<file path="config.mk">
export PLATFORM = sky130hd
export DESIGN_NAME = snake_hit_scan_flat
export DESIGN_NICKNAME = d
export VERILOG_FILES = /design/src/rtl/snake_pkg.sv /design/src/rtl/snake_hit_scan_if.sv /design/src/rtl/snake_hit_scan.sv /design/src/flat_wrapper.sv
export SDC_FILE = /design/constraint.sdc
export NUM_CORES = 1
export LEC_CHECK = 0
export BUFFER_PORTS_ARGS = -buffer_cell sky130_fd_sc_hd__buf_2
export CORE_MARGIN = 2
export CORE_UTILIZATION = 35
export DETAILED_ROUTE_END_ITERATION = 16
export MAX_ROUTING_LAYER = met4
export SYNTH_ARGS = -nofsm -noshare
export SYNTH_HDL_FRONTEND = slang
export SYNTH_SLANG_ARGS = --single-unit
</file>
<file path="constraint.sdc">
create_clock -name clk -period 4.7 [get_ports clk]
set_clock_uncertainty 0.05 [all_clocks]
set_input_delay 0.47 -clock clk [delete_from_list [all_inputs] [get_ports clk]]
set_output_delay 0.47 -clock clk [all_outputs]
set_load 0.005 [all_outputs]
</file>
<file path="src/rtl/snake_pkg.sv">
// Shared grid, body-length and segment definitions for the snake game logic.
package snake_pkg;

  localparam int GRID_W  = 40;
  localparam int GRID_H  = 30;
  localparam int X_W     = 6;
  localparam int Y_W     = 5;
  localparam int MAX_LEN = 32;
  localparam int IDX_W   = 5;
  localparam int LEN_W   = 6;
  localparam int SEG_W   = X_W + Y_W;

  typedef struct packed {
    logic [X_W-1:0] x;
    logic [Y_W-1:0] y;
  } seg_t;

  // Body length input may exceed the buffer depth; it is saturated at MAX_LEN.
  function automatic logic [LEN_W-1:0] clamp_len(input logic [LEN_W-1:0] l);
    return (l > LEN_W'(MAX_LEN)) ? LEN_W'(MAX_LEN) : l;
  endfunction

endpackage

</file>
<file path="src/rtl/snake_hit_scan_if.sv">
// Query request and result bundle between a requester and snake_hit_scan.
interface snake_hit_scan_if;
  import snake_pkg::*;

  logic             q_valid;
  logic             q_ready;
  logic [X_W-1:0]   q_x;
  logic [Y_W-1:0]   q_y;
  logic             q_skip_head;
  logic             r_valid;
  logic             r_hit;
  logic [IDX_W-1:0] r_index;

  modport master (
    output q_valid, q_x, q_y, q_skip_head,
    input  q_ready, r_valid, r_hit, r_index
  );

  modport slave (
    input  q_valid, q_x, q_y, q_skip_head,
    output q_ready, r_valid, r_hit, r_index
  );

endinterface

</file>
<file path="src/rtl/snake_hit_scan.sv">
// Walks the snake body ring buffer from the head and reports whether a grid
// cell is occupied, and by which segment offset first.
module snake_hit_scan
  import snake_pkg::*;
(
  input  logic             clk,
  input  logic             rst,
  snake_hit_scan_if.slave  bus,
  input  logic [LEN_W-1:0] len,
  input  logic [IDX_W-1:0] head_ptr,
  output logic             rd_en,
  output logic [IDX_W-1:0] rd_addr,
  input  logic [SEG_W-1:0] rd_data
);

  typedef enum logic [1:0] {IDLE, SCAN, DRAIN, DONE} state_t;

  state_t           state, nxt;
  logic [X_W-1:0]   qx;
  logic [Y_W-1:0]   qy;
  logic [LEN_W-1:0] len_r;
  logic [IDX_W-1:0] hptr;
  logic             start;
  logic [LEN_W-1:0] off;
  logic             cmp_valid;
  logic [IDX_W-1:0] cmp_off;
  logic             hit_r;
  logic [IDX_W-1:0] index_r;

  logic             accept;
  logic [LEN_W-1:0] len_c;
  logic             n_zero;
  logic             last_read;
  logic             match;
  seg_t             seg;

  assign seg       = seg_t'(rd_data);
  assign accept    = bus.q_valid && (state == IDLE);
  assign len_c     = clamp_len(len);
  assign n_zero    = (len_c <= {{(LEN_W-1){1'b0}}, bus.q_skip_head});
  assign last_read = (off == len_r - LEN_W'(1));
  // Data comes back one cycle after its read; only compare while a scan owns it.
  assign match     = cmp_valid && ((state == SCAN) || (state == DRAIN)) &&
                     (seg.x == qx) && (seg.y == qy);

  always_ff @(posedge clk) begin
    if (rst) state <= IDLE;
    else     state <= nxt;
  end

  always_comb begin
    nxt         = state;
    bus.q_ready = 1'b0;
    bus.r_valid = 1'b0;
    rd_en       = 1'b0;
    rd_addr     = '0;
    unique case (state)
      IDLE: begin
        bus.q_ready = 1'b1;
        if (accept) nxt = n_zero ? DONE : SCAN;
      end
      SCAN: begin
        // A hit stops the walk in the same cycle, so no read is wasted.
        if (match) begin
          nxt = DONE;
        end else begin
          rd_en   = 1'b1;
          rd_addr = hptr + off[IDX_W-1:0];
          if (last_read) nxt = DRAIN;
        end
      end
      DRAIN: nxt = DONE;
      DONE: begin
        bus.r_valid = 1'b1;
        nxt         = IDLE;
      end
      default: nxt = IDLE;
    endcase
  end

  always_ff @(posedge clk) begin
    if (rst) begin
      qx        <= '0;
      qy        <= '0;
      len_r     <= '0;
      hptr      <= '0;
      start     <= 1'b0;
      off       <= '0;
      cmp_valid <= 1'b0;
      cmp_off   <= '0;
      hit_r     <= 1'b0;
      index_r   <= '0;
    end else begin
      cmp_valid <= rd_en;
      cmp_off   <= off[IDX_W-1:0];
      if (accept) begin
        qx      <= bus.q_x;
        qy      <= bus.q_y;
        len_r   <= len_c;
        hptr    <= head_ptr;
        start   <= bus.q_skip_head;
        off     <= {{(LEN_W-1){1'b0}}, bus.q_skip_head};
        hit_r   <= 1'b0;
        index_r <= '0;
      end else if (rd_en) begin
        off <= off + LEN_W'(1);
      end
      if (match) begin
        hit_r   <= 1'b1;
        index_r <= cmp_off;
      end
    end
  end

  assign bus.r_hit   = hit_r;
  assign bus.r_index = index_r;

endmodule

</file>
<file path="src/flat_wrapper.sv">
// flat-port wrapper written by rule: the top's interface ports become plain ports
module snake_hit_scan_flat import snake_pkg::*;
  (clk, rst, len, head_ptr, rd_en, rd_addr, rd_data, bus_q_valid, bus_q_x, bus_q_y, bus_q_skip_head, bus_q_ready, bus_r_valid, bus_r_hit, bus_r_index);
  snake_hit_scan_if bus_i ();
  input  logic clk;
  input  logic rst;
  input  logic [LEN_W-1:0] len;
  input  logic [IDX_W-1:0] head_ptr;
  output logic rd_en;
  output logic [IDX_W-1:0] rd_addr;
  input  logic [SEG_W-1:0] rd_data;
  input wire logic [$bits(bus_i.q_valid)-1:0] bus_q_valid;
  input wire logic [$bits(bus_i.q_x)-1:0] bus_q_x;
  input wire logic [$bits(bus_i.q_y)-1:0] bus_q_y;
  input wire logic [$bits(bus_i.q_skip_head)-1:0] bus_q_skip_head;
  output wire logic [$bits(bus_i.q_ready)-1:0] bus_q_ready;
  output wire logic [$bits(bus_i.r_valid)-1:0] bus_r_valid;
  output wire logic [$bits(bus_i.r_hit)-1:0] bus_r_hit;
  output wire logic [$bits(bus_i.r_index)-1:0] bus_r_index;
  assign bus_i.q_valid = bus_q_valid;
  assign bus_i.q_x = bus_q_x;
  assign bus_i.q_y = bus_q_y;
  assign bus_i.q_skip_head = bus_q_skip_head;
  assign bus_q_ready = bus_i.q_ready;
  assign bus_r_valid = bus_i.r_valid;
  assign bus_r_hit = bus_i.r_hit;
  assign bus_r_index = bus_i.r_index;
  snake_hit_scan u_core (.clk(clk), .rst(rst), .bus(bus_i), .len(len), .head_ptr(head_ptr), .rd_en(rd_en), .rd_addr(rd_addr), .rd_data(rd_data));
endmodule
</file>
==> impl_results.md <==
* Arr. time, crit path at 2.72 ns
* Gate Count Post-Synth at 205
* Met2 wire len at 1950 um
* P&R area growth vs syn at 20.4%
* Slowest CP cell: or3_1
* Final HPWL DP at 3190 um
* Clock power share at 0.237
* Post-CTS Repair Setup Buffers at 0
* Vias post-DR at 1,598
* DR top layer: met4
* Initial Utilization at 0.362
* Avg Synthesized Cell Area at 9.67 um2
* Clock slew at reported path FFs at 0.08 ns
* Final Net Count at 302
* Rel. slew slack at 0.547
* Die area at 0.00628 mm2
* P_int at 666 uW
* Setup crit end kind: primary output
* Number of synthesized register bits at 42
* First-iteration detailed-routing DRC count at 82
* Fin crit share at 0.690
* Die height at 79.3 um
* Max_cap viols at 0
* Most frequent cells in the layout: buf_2 (50), dfxtp_1 (42), a22o_1 (20), xnor2_1 (14)
* Leak Pwr at 1.06 nW
* TritonCTS Buffers at 5
* Post-synth ARST share at 0
* Via density at 4.89
* Number of global-route vias before repair at 1,526
* Top-level I/O count at 51
* Status: complete, no violations
* Die X at 79.3 um
* EDFF count, synth at 0
* # fillers at 565
* CTS max path bufs at 2
* Gpl congestion at 0.771
* Hold WC Path Type: in2reg
* Aggregate global routing overflow at 0
* Setup-failing EPs final at 0
* Startpoint types: flip-flop
* RSZ-0062 raised after global routing: no
* Total GRT Usage at 0.159
* Pin count of the biggest net entering global routing at 21
* Worst skew pair latency at 0.29 ns
* Final Hold Viols at 0
* CTS Sinks at 42
* Unique masters post-synth at 33
* CTS Hold Bufs at 0
* Worst-path maximum fanout at 17
* Worst path max stage delay at 0.60 ns
* Data required, critical path at 4.18 ns
* ANT cells at 0
* Final hold slack at 0.340 ns
* First-pass GRT wire length at 7520 um
* Switching share of power at 0.338
* Clock Tree Root: clkbuf_8
* I/O Buffers at 50
* Worst slew pin tran at 0.676 ns
* Combinational group share of total power at 0.316
* Pwr per Cell Area at 421 mW/mm2
* Maximum clock rate at 308 MHz
* Syn. warnings at 0
* Fin crit period at 3.24 ns
* Commonest non-fill, non-tap cell in the layout: buf_2
* Post-Route WL at 4340 um
* Worst path cell trace: inv_1 > ha_1 > nand2_1 > or4_4 > or3_1 > and3_1 > buf_2
* Reg power frac at 0.447
* Post-synthesis sequential area ratio at 0.424
* Mapped Area at 0.00198 mm2
* Pre-antenna DRT Iters at 4
* Post-DRT Antenna Nets at 0
* Rows at 27
* WL met1 at 2150 um
* # DRC at 0
* Initial antenna violation count at 0
* Setup TNS at 0 ns
* H-tree level count at 2
* Psw at 340 uW
* Layout cells sized above 1 at 0.259
* CTS resizes at 0
* Worst IR Drop VDD at 0.170 mV
* CORE AREA at 0.00547 mm2
* Syn Nets at 253
* WL met3 at 201 um
* CP Class: reg2out
* Dominant synthesized flop cell: dfxtp_1
* Slew Viols, Final at 0
* CTS tree: built
* DR WL/cell at 13.3 um
-- area by class of cell --
cell class,count,area (um2),area share
Multi-Input combinational cell,147,1080,0.452
Sequential cell,42,841,0.352
Timing Repair Buffer,52,265,0.111
Tap cell,72,90.1,0.0377
Clock buffer,7,86.3,0.0361
Inverter,6,22.5,0.00943
Clock inverter,1,5.00,0.00210
-- critical path: cells and delay by family (launching register included) --
kind / cells / cell delay, ns
adder cells (fa/ha/maj): 1 / 0.30
buffers and inverters: 2 / 0.22
flip-flops: 1 / 0.39
AND/OR/NAND/NOR: 4 / 1.51
-- registers in the layout, indices dropped and copies added (netlist names), 2 cells and up --
| register | flops |
|---|---|
| u_core.bus.r_index | 5 |
| u_core.cmp_off | 5 |
| u_core.hptr | 5 |
| u_core.len_r | 6 |
| u_core.off | 6 |
| u_core.qx | 6 |
| u_core.qy | 5 |
| u_core.state | 2 |
-- metrics by stage --
step | cell area, um2 | power [mW] | cells | worst slack, ns | util
floorplan | 1980 | 0.676 | 205 | 2.24 | -
detailed placement | 2300 | 0.777 | 319 | 1.80 | 0.420
global route | 2390 | 1.08 | 327 | 1.29 | 0.436
global placement | 2300 | 0.774 | 319 | 1.85 | 0.420
finish | 2390 | 1.01 | 327 | 1.46 | 0.436
CTS | 2390 | 1.02 | 327 | 1.46 | 0.436
-- per-layer routing --
layer / vias up / global-route usage
met3: 7 / 0.0443
met1: 730 / 0.209
li1: 825 / -
met4: 0 / 0.0466
met2: 36 / 0.240
met5: - / -
-- worst paths after layout --
path / startpoint / to / slack, ns / cells past startpoint
max: u_core.state[0] / rd_addr[1] / 1.46 / 7
max reg2reg: u_core.state[0] / u_core.state[0] / 1.96 / 8
min reg2reg: u_core.cmp_off[2] / u_core.bus.r_index[2] / 0.41 / 2
min: bus_q_x[3] / u_core.qx[3] / 0.34 / 2
-- power by group through the flow --
stage               Clock (mW)  Combinational (mW)  Sequential (mW)
floorplan                    0               0.232            0.444
global placement             0               0.319            0.456
detailed placement           0               0.320            0.457
CTS                      0.246               0.322            0.449
global route             0.262               0.362            0.457
finish                   0.239               0.318            0.450
-- synthesized netlist by cell type, drive strengths merged, types with 2 or more instances --
library cell,n,area [um2]
xnor2,14,123
o21ai,14,73.8
and3,2,12.5
nand2b,7,43.8
nor3,3,15.0
nand4,2,12.5
a21oi,5,25.0
inv,6,22.5
or3,3,18.8
ha,10,125
clkbuf,9,33.8
nor2b,5,31.3
nor4,2,12.5
nand3,10,50.1
dfxtp,42,841
nor2,13,48.8
a22o,20,175
a221oi,2,23.8
xor2,13,114
a21o,2,15.0
nand2,11,41.3
-- cells by family (layout without fill, tap and decap cells) --
group,Yosys count,count (layout),share of synthesized area
and+or+nand+nor,60,60,0.155
adders and majority gates,11,11,0.0732
AOI/OAI and AO/OA,49,49,0.195
buffers and inverters,16,66,0.0341
xor gates and xnor gates,27,27,0.119
DFF,42,42,0.424
(Power assumes the default switching activity.)
